File: src/rtl/alu_pkg.sv
// Types and constants shared by the ALU datapath blocks: the serial engine
// state encoding and the default datapath width.
package alu_pkg;

  localparam int ALU_WIDTH = 4;

  typedef enum logic [1:0] {
    IDLE  = 2'd0,
    SHIFT = 2'd1,
    DONE  = 2'd2
  } sub_state_e;

endpackage

File: src/rtl/full_subtractor.sv
// One-bit full subtractor cell: d = a - b - bin, with the borrow out.
module full_subtractor (
  input  logic a,
  input  logic b,
  input  logic bin,
  output logic d,
  output logic bout
);

  assign d    = a ^ b ^ bin;
  assign bout = (~a & b) | (~(a ^ b) & bin);

endmodule

File: src/rtl/serial_subtractor.sv
// Bit-serial subtractor, LSB first: diff = a - b - bin over WIDTH cycles,
// using one full_subtractor cell and a registered borrow.
module serial_subtractor
  import alu_pkg::*;
#(
  parameter int WIDTH = ALU_WIDTH
) (
  input  logic             clk,
  input  logic             rst_n,
  input  logic             start,
  input  logic [WIDTH-1:0] a,
  input  logic [WIDTH-1:0] b,
  input  logic             bin,
  output logic             busy,
  output logic             done,
  output logic [WIDTH-1:0] diff,
  output logic             bout,
  output logic             zero
);

  // State table
  //   IDLE  | waiting for start; previous diff/bout/zero held
  //   SHIFT | one bit processed per edge, LSB first
  //   DONE  | one-cycle result-valid pulse
  localparam int CW = $clog2(WIDTH);
  localparam logic [CW-1:0] LAST = CW'(WIDTH - 1);

  sub_state_e       state_q, state_d;
  logic [WIDTH-1:0] a_q, a_d;
  logic [WIDTH-1:0] b_q, b_d;
  logic [WIDTH-1:0] diff_q, diff_d;
  logic [CW-1:0]    cnt_q, cnt_d;
  logic             br_q, br_d;
  logic             bout_q, bout_d;
  logic             zero_q, zero_d;
  logic             cell_d, cell_bout;

  full_subtractor u_cell (
    .a   (a_q[0]),
    .b   (b_q[0]),
    .bin (br_q),
    .d   (cell_d),
    .bout(cell_bout)
  );

  always_ff @(posedge clk) begin
    if (!rst_n) begin
      state_q <= IDLE;
      a_q     <= '0;
      b_q     <= '0;
      diff_q  <= '0;
      cnt_q   <= '0;
      br_q    <= 1'b0;
      bout_q  <= 1'b0;
      zero_q  <= 1'b0;
    end else begin
      state_q <= state_d;
      a_q     <= a_d;
      b_q     <= b_d;
      diff_q  <= diff_d;
      cnt_q   <= cnt_d;
      br_q    <= br_d;
      bout_q  <= bout_d;
      zero_q  <= zero_d;
    end
  end

  always_comb begin
    state_d = state_q;
    a_d     = a_q;
    b_d     = b_q;
    diff_d  = diff_q;
    cnt_d   = cnt_q;
    br_d    = br_q;
    bout_d  = bout_q;
    zero_d  = zero_q;
    unique case (state_q)
      IDLE: begin
        if (start) begin
          a_d     = a;
          b_d     = b;
          br_d    = bin;
          cnt_d   = '0;
          bout_d  = 1'b0;
          zero_d  = 1'b0;
          state_d = SHIFT;
        end
      end
      SHIFT: begin
        a_d    = a_q >> 1;
        b_d    = b_q >> 1;
        br_d   = cell_bout;
        diff_d = {cell_d, diff_q[WIDTH-1:1]};
        // Explicit terminal compare; the counter never relies on wrapping.
        if (cnt_q == LAST) begin
          bout_d  = cell_bout;
          zero_d  = (diff_d == '0);
          state_d = DONE;
        end else begin
          cnt_d = cnt_q + 1'b1;
        end
      end
      DONE: state_d = IDLE;
      default: state_d = IDLE;
    endcase
  end

  assign busy = (state_q == SHIFT);
  assign done = (state_q == DONE);
  assign diff = diff_q;
  assign bout = bout_q;
  assign zero = zero_q;

endmodule

File: config.mk
export PLATFORM = sky130hd
export DESIGN_NAME = serial_subtractor
export DESIGN_NICKNAME = d
export VERILOG_FILES = /design/src/rtl/alu_pkg.sv /design/src/rtl/full_subtractor.sv /design/src/rtl/serial_subtractor.sv
export SDC_FILE = /design/constraint.sdc
export NUM_CORES = 1
export LEC_CHECK = 0
export CORE_ASPECT_RATIO = 1.2
export CORE_MARGIN = 4
export CORE_UTILIZATION = 47
export DETAILED_ROUTE_END_ITERATION = 6
export PLACE_DENSITY = 0.82
export REMOVE_ABC_BUFFERS = 1
export SLEW_MARGIN = 10
export SYNTH_ARGS = -nofsm -noshare
export SYNTH_HDL_FRONTEND = slang
export SYNTH_SLANG_ARGS = --single-unit
File: constraint.sdc
create_clock -name clk -period 1.66 [get_ports clk]
set_input_delay 0.249 -clock clk [delete_from_list [all_inputs] [get_ports clk]]
set_output_delay 0.249 -clock clk [all_outputs]
set_load 0.01 [all_outputs]
======== Word-level counts from Yosys, hierarchy flattened ========
Cells that the tools add are included.
operators by class
  add/sub/neg operators ................... 1
  $mul .................................... 0
  divide/modulo/power cells ............... 0
  $lt $le $gt $ge ......................... 0
  equality and inequality tests ........... 6
  shifts and indexed selects .............. 0
  muxes and demuxes ....................... 17
  bitwise operators ....................... 7
  reductions and logical operators ........ 7
operators with widths
  operator             number
  $pmux 4 s2           2
  $mux 2               4
  $mux 4               2
  $pmux 2 s2           2
  $pmux 1 s2           3
  $reduce_and 3->1     2
  $eq 2x2->1 const B   2
  $logic_not 4->1      1
  $mux 1               4
  $ne 2x2->1 const B   2
  $reduce_and 2->1     2
  $add 2x1->2 const B  1
  $and 1x1->1          2
  $eq 2x1->1 const B   1
  $logic_not 2->1      1
  $ne 2x1->1 const B   1
  $not 1->1            2
  $reduce_bool 2->1    1
  $xor 1x1->1          2
  $or 1x1->1           1
storage, ports and cells
  register bits ........................... 19
  latch bits .............................. 0
  memory bits (writable) .................. 0
  ROM bits ................................ 0
  bits of input ports ..................... 12
  output and inout port bits .............. 8
  logic and storage cells ................. 46
  memories ................................ 0

======== Longest topological paths before layout ========
Gate-level depths: netlist of the first run.
  depth after elaboration ................. 6
  depth in mapped cells ................... 6
  depth with buffers taken out ............ 5

======== Hierarchy ========
From an unflattened synthesis of the first run, not the netlist that was laid out.
second synthesis, totals
  cell total of the unflattened synthesis .. 101
  area, all modules ....................... 938.4 µm²
modules (own cells, without submodules)
  module             times used  cells each  area each (µm²)  seq. area each (µm²)
  serial_subtractor  1           97          907.1            380.4
  full_subtractor    1           4           31.3             0.0

======== Least setup slack after synthesis of the first run ========
OpenSTA, ideal clock, no wires.
  path kind ............................... register -> register
  start point ............................. reg b_q[0]
  end point ............................... reg bout_q (netlist: bout)
  setup time .............................. 74 ps
  data arrival time ....................... 1317 ps
  data required time ...................... 1586 ps
  setup slack ............................. 269 ps
  cell stages (with the launch flop) ...... 5
  path buffers ............................ 0
  period minus slack after synthesis ...... 1391 ps
  cells stage by stage .................... dfxtp_1 -> inv_1 -> fa_1 -> or4_1 -> o21ai_0
on the way
  word-level cells in the longest chain between the ends .. 6
  elaborated cells on any way between the ends .. 7
  classes of those cells .................. mux: 2; bitwise: 5
RTL lines
  what                    RTL line                 RTL
  from (decl)             serial_subtractor.sv:30  logic [WIDTH-1:0] b_q, b_d;
  from (signal assigned)  serial_subtractor.sv:50  b_q <= '0;
  from (signal assigned)  serial_subtractor.sv:59  b_q <= b_d;
  $xor 1x1->1             full_subtractor.sv:11    assign bout = (~a & b) | (~(a ^ b) & bin);
  $not 1->1               full_subtractor.sv:11
  $and 1x1->1             full_subtractor.sv:11
  $or 1x1->1 (*)          full_subtractor.sv:11
  $mux 1 (*)              serial_subtractor.sv:95  if (cnt_q == LAST) begin
  $pmux 1 s2 (*)          serial_subtractor.sv:77  unique case (state_q)
  to (signal assigned)    serial_subtractor.sv:63  bout_q <= bout_d;
  to (decl)               serial_subtractor.sv:34  logic bout_q, bout_d;
Every way passes the cells marked *; elsewhere a longest branch is shown, timed or not. The select of a mux whose other input is x is not followed.
A chain may end at the register's enable or synchronous reset.

======== Final worst setup path of the first run ========
  start point ............................. reg state_q[0]
  end point ............................... out done
on the way
  word-level cells in the longest chain between the ends .. 1
RTL lines
  what                    RTL line                  RTL
  from (decl)             serial_subtractor.sv:28   sub_state_e state_q, state_d;
  from (signal assigned)  serial_subtractor.sv:57   state_q <= state_d;
  $eq 2x2->1              serial_subtractor.sv:109  assign done = (state_q == DONE);
  to (decl)               serial_subtractor.sv:15   output logic done,
Every way passes these cells.

==> results.md, run 1 <==
- Status: completed
- Ys flop type: dfxtp_1
- Total power: ~900 uW
- Grt ovf: 0
- I/O pin count: 20
- Worst reg2reg startpoint: b_q[0]
- CTS tree: built
- Seq/Total Area, Yosys: 0.441
- Fmax: 0.624 GHz
- Top post-synthesis cells by area: dfxtp_1, nand2_1, a31oi_1
- DP Area: 1080 um2
- LEAKAGE: 0.425 nW
- Global-route wire length before repair: 3260 um
- Post-synth EDFFs: 0
- Relative slew slack: 0.822
- Worst skew pair latency: 310 ps
- Reg-to-Reg End: bout
- Setup_tns: 0 ps
- Worst-case reg-to-reg path depth: 4
- Sw Pwr: 248 uW
- Starting Density: 0.513
- Setup crit end kind: output port
- Clk root buf: clkbuf_4
- Total track usage: 0.174
- Ys async rst share: 0
- Initial antenna violation count: 0
- Final hold violations: 0
- Via density per instance: 5.72
- Tightest Pin Transition: 263 ps
- CTS buffer count: 3
- Clock power frac: 0.277
- Post-Syn Area: 863 um2
- Crit path DAT: about 1400 ps
- Fin crit share: 0.965
- Worst Hold Slack: 467 ps
- Clk slew on worst S/H paths: 110 ps
- DRC Markers: 0
- Synth area leader: dfxtp_1
- CP Launch Point: state_q[0]
- Crit Path Max Fanout: 4
- Seq pwr share: 0.552
- Die area: between 2000 and 3000 um2
- Antenna viol nets, final: 0
- RSZ-0062 raised after global routing: false
- Clock Skew: 1.74 ps
- Hpwl dp: approximately 1400 um
- CP required: 1410 ps
- Final setup vio count: 0
- Mapped Avg Cell Area: 8.38 um2
- Most frequent cells after synthesis: nand2_1, dfxtp_1, a31oi_1, o21ai_0, a21oi_1
- Number of diodes: 0
- Internal power: 653 uW
- Max-cap violations: 0
- Netlist cell types: 28
- VDD IR-drop max: 0.510 mV
- PwrDens: roughly 800 nW/um2
- Yosys warning total: 0
- Placer Congestion: 0.741
- Crit path to: done
- CTS max path bufs: 2
- Post-synth top area share: 0.441
- Initial DRC Count: 5
- Routed via count: around 830
- CTS sink count: 19
- CTS H-tree depth: 1
- Most frequent cell after synthesis: nand2_1
- Vias in the first global route: between 700 and 800
- Final min period: 1600 ps
- Non-Filler Cell Area, Final: 1120 um2
- R2R setup slack: around 130 ps
- Area grow syn2layout: 29.7%
- Fin nets: 142
- Die Height: 55.0 um
- PortBufs: 19
- Hold crit path type: reg -> reg
- Die width: 47.1 um
- Cell count after synthesis: just over 100
- DRT Pass-1 Iters: 4
- Kind of critical path: reg -> out
- Largest net degree at the start of global routing: 18
- Drt total wl: approximately 1900 um
- Yosys reg bits: 19
- Hold buffer count at CTS: 0
- Fin. max-slew vios: 0
- Layout cell share with drive strength beyond 1: 0.126
- Site Rows: 16
- CP Launch Type: flop
- Routed length per instance: about 13 um
- Logic pwr share: 0.171
- Switching part of the total: 0.275
- Core region area: between 1500 and 2000 um2
## cell usage in the layout (no fill, tap or decap), drive strengths merged, types with 2 or more instances in the layout
master / n
inv: 6
dfxtp: 19
nand2b: 3
buf: 7
clkbuf: 4
a31oi: 8
nand2: 24
clkdlybuf4s50: 18
nand3: 2
nor3: 2
nor2: 2
o21ai: 8
a21oi: 6
a22o: 2
nor2b: 2
a32o: 2
## area by class of cell
cell class	count	area, um2
Fill cell	154	562
Multi-Input combinational cell	72	423
Sequential cell	19	384
Timing Repair Buffer	26	241
Clock buffer	4	26.3
Inverter	6	22.5
Tap cell	18	22.5
## cell families (layout without fill, tap and decap cells)
group / count (synthesis) / after routing / share of synthesized area
AO/OA/AOI/OAI: 29 / 29 / 0.217
adder cells (fa/ha/maj): 2 / 2 / 0.0377
buffers and inverters: 12 / 36 / 0.0696
flip-flops: 19 / 19 / 0.441
multiplexers: 1 / 1 / 0.0116
AND/OR/NAND/NOR: 40 / 40 / 0.223
## metrics by stage
| stage | util | instances | worst slack (ps) |
|---|---|---|---|
| 2_1_floorplan | - | 97 | 269 |
| 3_3_place_gp | 0.640 | 139 | 197 |
| 3_5_place_dp | 0.640 | 139 | 152 |
| 4_1_cts | 0.657 | 143 | 32.7 |
| 5_1_grt | 0.666 | 145 | 23.8 |
| 6_report | 0.666 | 145 | 58.7 |
## worst min-delay path by stage
stage	startpoint	end	slack [ps]	cells after the start
CTS	diff[0]	diff[0]	470	2
finish	diff[0]	diff[0]	470	2
detailed placement	diff[0]	diff[0]	450	2
floorplan	rst_n	a_q[0]	390	2
global placement	diff[0]	diff[0]	440	2
global route	diff[0]	diff[0]	490	2
## state kept, by name, summed over array words and instances (netlist names)
register / count
zero: 1
state_q: 2
bout: 1
br_q: 1
b_q: 4
a_q: 4
diff: 4
cnt_q: 2
## layer usage
layer	routed length, um	global-route usage	vias up
li1	-	-	409
met3	109	0.0194	7
met4	45	0.0829	0
met2	1000	0.310	18
met5	0	0	-
met1	788	0.203	395
## power by group through the flow
stage / registers, mW / clock network [mW] / logic (mW)
3_5_place_dp: 0.509 / 0 / 0.154
2_1_floorplan: 0.509 / 0 / 0.0794
3_3_place_gp: 0.508 / 0 / 0.150
6_report: 0.497 / 0.249 / 0.154
5_1_grt: 0.501 / 0.254 / 0.174
4_1_cts: 0.497 / 0.236 / 0.155
## critical path, cell delays in order (launching register included)
cell	delay (ps)
dfxtp_1	380
nor2b_1	120
clkdlybuf4s50_1	540
## what timing repair did
| item | in CTS | in global routing |
|---|---|---|
| setup buffers | 0 | 2 |
| setup endpoints to repair | 2 | 1 |
| gates resized for setup | 3 | 0 |
(Power assumes the default switching activity.)
==> inputs of run 2 (changes only) <==
--- a/config.mk
+++ b/config.mk
@@ -7,9 +7,10 @@
 export LEC_CHECK = 0
 export CORE_ASPECT_RATIO = 1.2
 export CORE_MARGIN = 4
-export CORE_UTILIZATION = 47
+export CORE_UTILIZATION = 50
 export DETAILED_ROUTE_END_ITERATION = 6
-export PLACE_DENSITY = 0.82
+export DONT_BUFFER_PORTS = 1
+export PLACE_DENSITY = 0.71
 export REMOVE_ABC_BUFFERS = 1
 export SLEW_MARGIN = 10
 export SYNTH_ARGS = -nofsm -noshare
==> run 2 against run 1 <==
Effect of this change: design area decreased by 20%; core utilization decreased by 12 points; clock power decreased by 5%; highest routed layer unchanged; final cell count decreased by 16%; count of clock-buffer cells in the layout unchanged; global-route usage decreased by 1.1 points; sequential cell count unchanged; combinational power decreased by 33%; worst setup slack improved by 110 ps; die area decreased by 5.1%; non-clock buffer count decreased by 23.
==> results.md, run 2 (synthesis gave the netlist of run 1 again) <==
- Final worst setup slack: 173 ps
- Grt ovf: 0
- Hold crit path type: in -> reg
- Antenna viol nets, final: 0
- CP Launch Type: flop
- CTS tree: built
- R2R setup slack: 180 ps
- Commonest non-fill, non-tap cells in the layout: nand2_1, dfxtp_1, o21ai_0, a31oi_1, a21oi_1
- Placed Cells: 118
- Drt total wl: ~1700 um
- Routed length per instance: 13.8 um
- Via density per instance: 5.83
- Relative slew slack: 0.784
- DRT Pass-1 Iters: 4
- CTS buffer count: 3
- LEAKAGE: 0.331 nW
- Core region area: 1640 um2
- Setup Fix Bufs, Post-CTS: 0
- Setup_tns: 0 ps
- Placer Congestion: 0.748
- Number of diodes: 0
- Clock Skew: roughly 8.9 ps
- CTS sink count: 19
- Final cell count without fillers: 122
- PortBufs: 0
- Vias in the first global route: 717
- PostCTS Resize Cnt: 0
- PwrDens: 938 nW/um2
- Die area: 2460 um2
- Hpwl dp: 1210 um
- Status: completed
- Total power: 842 uW
- Fin crit share: 0.896
- Final min period: 1490 ps
- Hold buffer count at CTS: 0
- Initial antenna violation count: 0
- VDD IR-drop max: 0.480 mV
- Final setup vio count: 0
- Die width: ~46 um
- Setup crit end kind: output port
- Max-cap violations: 0
- Worst Hold Slack: 75.1 ps
- Slowest CP cell: dfxtp_1
- Area grow syn2layout: 3.91%
- Largest net degree at the start of global routing: 15
- DRC Markers: 0
- Fillers: 159
- Pre-CTS setup slack: roughly 210 ps
- Kind of critical path: reg -> out
- Tightest Pin Transition: between 300 and 400 ps
- RSZ-0062 raised after global routing: false
- WP buf/inv: 1
- Layout cell share with drive strength beyond 1: 0.106
- Starting Density: 0.526
- Clk root buf: clkbuf_4
- Die Height: 53.5 um
- Fin. max-slew vios: 0
- Commonest non-fill, non-tap cell in the layout: nand2_1
- Worst skew pair latency: 300 ps
- Fmax: 0.672 GHz
- Clk slew on worst S/H paths: 110 ps
- Final hold violations: 0
- Global-route wire length before repair: 2970 um
- Crit path DAT: 1240 ps
- Routed via count: 711
- CP required: 1410 ps
- CTS H-tree depth: 1
- Initial DRC Count: 4
- CTS max path bufs: 2
- Total track usage: 0.163
- Crit-path cells: nand2b_4, inv_2
- Fin nets: 119
- Crit-path leading delay family: flip-flops
- Slowest stage delay, CP: 520 ps
- Crit Path Max Fanout: 14
- Site Rows: 16
- I/O pin count: 20
[run 2: changes by cell type in the layout (fill, tap and decap cells not counted)]
cell             before  now
buf_4                 7    3
dfxtp_1              18   19
clkdlybuf4s50_1      18    0
dfxtp_4               1    0
dlygate4sd2_1         1    0
[run 2: worst paths after layout]
kind                            startpoint      to  cells after the start
worst min register to register      b_q[2]  b_q[1]                      2
worst max register to register      b_q[0]    bout                      4
worst max-delay path            state_q[0]    busy                      2
worst min-delay path                 rst_n  a_q[0]                      2
[run 2: power breakdown]
part	leakage [nW]	internal, mW	total [mW]	switching, mW
registers	0.156	0.481	0.502	0.0215
logic	0.160	0.0449	0.103	0.0577
clock network	0.0150	0.0936	0.237	0.143
[run 2: worst register-to-register path, delay by kind of cell, from the launching register on]
kind	cells	cell delay [ps]
simple gates	1	500
compound gates	1	80
fa+ha+maj	1	430
flops	1	340
buf+inv	1	60
[run 2: through the flow]
stage	area, um2	util
after global placement	871	0.530
after floorplan	826	-
after global routing	897	0.546
after detailed placement	871	0.530
final	897	0.546
after CTS	897	0.546
[run 2: final cells by class]
| type | instances | area (um2) | share of cell area |
|---|---|---|---|
| Tap cell | 18 | 22.5 | 0.0251 |
| Timing Repair Buffer | 3 | 22.5 | 0.0251 |
| Sequential cell | 19 | 380 | 0.424 |
| Clock buffer | 4 | 26.3 | 0.0293 |
| Multi-Input combinational cell | 72 | 423 | 0.471 |
| Inverter | 6 | 22.5 | 0.0251 |
[run 2: routing by layer]
metal	part of all wire	global-route usage	vias up	routed length, um
li1	-	-	363	-
met1	0.46	0.213	325	770
met2	0.46	0.255	21	778
met3	0.072	0.0340	2	121
met4	0.0095	0.0711	0	16
met5	0	0	-	0
==> RTL edit: new RTL, flow settings as in run 2 <==
The 3 states of `sub_state_e` get a one-hot encoding in 3 bits.
--- a/src/rtl/alu_pkg.sv
+++ b/src/rtl/alu_pkg.sv
@@ -4,10 +4,10 @@
 
   localparam int ALU_WIDTH = 4;
 
-  typedef enum logic [1:0] {
-    IDLE  = 2'd0,
-    SHIFT = 2'd1,
-    DONE  = 2'd2
+  typedef enum logic [2:0] {
+    IDLE  = 3'b001,
+    SHIFT = 3'b010,
+    DONE  = 3'b100
   } sub_state_e;
 
 endpackage
Formal check against the unedited RTL: no difference found for any inputs over 10 cycles, from zero or initial values and one cycle with rst_n low; not proved beyond that.
==> RTL edit against run 2 <==
Sequential share of layout area grew 2.7 points; sequential power grew 3%; power grew 5.0%; cell area shrank 0.84%; critical path type unchanged; sequential cell count grew 1; maximum frequency shrank 3.6%; first-iteration DRC count grew 100%; worst setup slack lost 0.056 ns; clock power grew 19%; wire length shrank 0.12%; synthesized area shrank 2.3%; critical path depth is the same; largest power group unchanged; largest cell class is now registers.
==> RTL edit: results (changes against run 2) <==
- The worst setup path is of the reg -> out kind.
- DPL Wire Length: 1.227 mm (+1.0%)
- Worst IR drop on VDD: 549.4 uV (+14%)
- First-pass GRT wire length: 2.849 mm (-4.2%)
- Clock Tree Root: clkbuf_4
- Most used flip-flop cell after synthesis: dfxtp_1
- Proportion of layout cells with a drive suffix above 1: 9.783% (-0.79 points)
* Router iterations before antenna repair: 4 (unchanged)
- Count of input and output buffers: 0 (unchanged)
- The maximum clock path buffer count came to 2 (unchanged).
- Sequential cell area fraction in the yosys report: 47.48% (+3.4 points)
- Number of distinct standard cells referenced by the synthesized netlist: 32 (+14%)
* Per-cell routed wire length: 15.31 um (+11%)
* Number of antenna repair diodes: 0 (unchanged)
- Clock latency on the worst-skew pair: 0.30 ns (about the same)
- The instance area after placement is 849.6 um2 (-2.4%).
* Worst min path class: in -> reg
- The total number of vias came to 691 (-2.8%).
- The async set-or-reset flop fraction in the synthesized netlist came to 0% (unchanged).
- In this run the worst setup path terminates at busy.
- In the post-synthesis netlist, the biggest area contributors are dfxtp_1 47%, nand2_1 8.5%, o22ai_1 4.5%.
- The number of nets with antenna violations after routing came to 0 (unchanged).
- Number of global-route vias before repair: 683 (-4.7%)
* Starting DRC count in detailed routing: 8 (+4)
- Total Routing Usage GR: 16.45% (+0.11 points)
- Clock slew seen by the registers of the worst setup and hold paths: 0.11 ns (about the same)
- Place WS: 0.1087 ns (-0.1058 ns)
- The total clock buffers created by CTS was 3 (unchanged).
- The number of warnings printed during yosys synthesis came to 0 (unchanged).
* Arrival time at the worst endpoint: 1.29 ns (+0.05 ns)
- The synthesized instance count came to 91 (-12%).
* H-tree levels: 1 (unchanged)
- Final clock period utilization by the worst path: 92.92% (+3.3 points)
- Cell types with the highest counts after synthesis: 20 x dfxtp_1, 19 x nand2_1, 6 x o22ai_1
* FF-to-FF End: zero
- In this run the critical register-to-register path is launched from b_q[0].
* Clock skew: 0.004019 ns (-0.004860 ns)
* Static leakage: 0.3565 nW (+7.8%)
- Number of non-filler instances in the completed layout: 110 (-9.8%)
- The final weighted congestion in routability-driven placement came to 0.7297 (-2.4%).
* Worst slew pin tran: 0.4791 ns (+0.1560 ns)
* Initial antenna violation count: 0 (unchanged)
- The top fanout value on the critical path was 10 (-4).
* Critical path launch point: state_q[0]
- The flow ran to the end, and the final reports show no timing, DRC or antenna violations.
- Pin count of the biggest net entering global routing: 20 (+5)
- Number of cell instances on the worst register-to-register path: 5 (+1)
- Reg-to-reg setup timing slack: 0.17 ns
[RTL edit: cell count changes after synthesis, sizes merged, moves of 4 or more]
cell and delta:
o21ai -7, a22oi +4, nand2 -5, buf -4
o22ai +5, a31oi -7
[RTL edit: how the worst min path moves through the flow]
stage          depth (start not counted)     end  slack, ns  start
2_1_floorplan                          2  b_q[0]       0.39  rst_n
3_5_place_dp                           2  b_q[0]       0.40  rst_n
3_3_place_gp                           2  b_q[0]       0.40  rst_n
6_report                               2  b_q[0]       0.07  rst_n
5_1_grt                                2  b_q[0]       0.06  rst_n
4_1_cts                                2  b_q[0]       0.06  rst_n
[RTL edit: cells by family (layout without fill, tap and decap cells)]
logic type / count (synthesis) / in the layout / synth area share [%]
compound gates: 26 / 26 / 22.26
simple gates: 34 / 34 / 21.22
buf+inv: 9 / 10 / 5.191
flops: 20 / 20 / 47.48
fa+ha+maj: 2 / 2 / 3.857
[RTL edit: layer usage]
layer / track usage [%] / vias to the layer above / share of wire [%]
li1: - / 340 / -
met4: 11.71 / 0 / 3.1
met5: 0 / - / 0
met2: 25.35 / 20 / 49
met3: 3.741 / 5 / 6.0
met1: 19.46 / 326 / 42
[RTL edit: final cells by class]
class / instances / area (um2)
Fill cell: 147 / 732.0
Sequential cell: 20 / 401.6
Multi-Input combinational cell: 62 / 401.6
Clock buffer: 4 / 36.28
Tap cell: 18 / 22.52
Inverter: 5 / 20.02
Timing Repair Buffer: 1 / 7.507
[RTL edit: power breakdown]
part	switching, mW	internal (mW)	total, mW	leakage [nW]
clock network	0.147	0.134	0.281	0.0210
logic	0.0493	0.0367	0.0860	0.172
registers	0.0145	0.502	0.517	0.163
[RTL edit: worst max-delay path, stage by stage, from the launching register on]
cell      delay [ns]
dfxtp_1         0.37
or3b_4          0.46
clkinv_2        0.16
[RTL edit: what timing repair did]
action                                  in CTS  in global routing
gates resized for setup                      1                  1
hold buffers                                 0                  0
endpoints found under the setup margin       1                  1
setup buffers                                0                  0
cloned                                       0                  0
[RTL edit: per-stage QoR]
stage	util, %	power [mW]
after global routing	54.86	0.9355
after CTS	54.78	0.8895
after global placement	52.39	0.6090
after detailed placement	52.39	0.6126
after floorplan	-	0.5904
final	54.86	0.8835
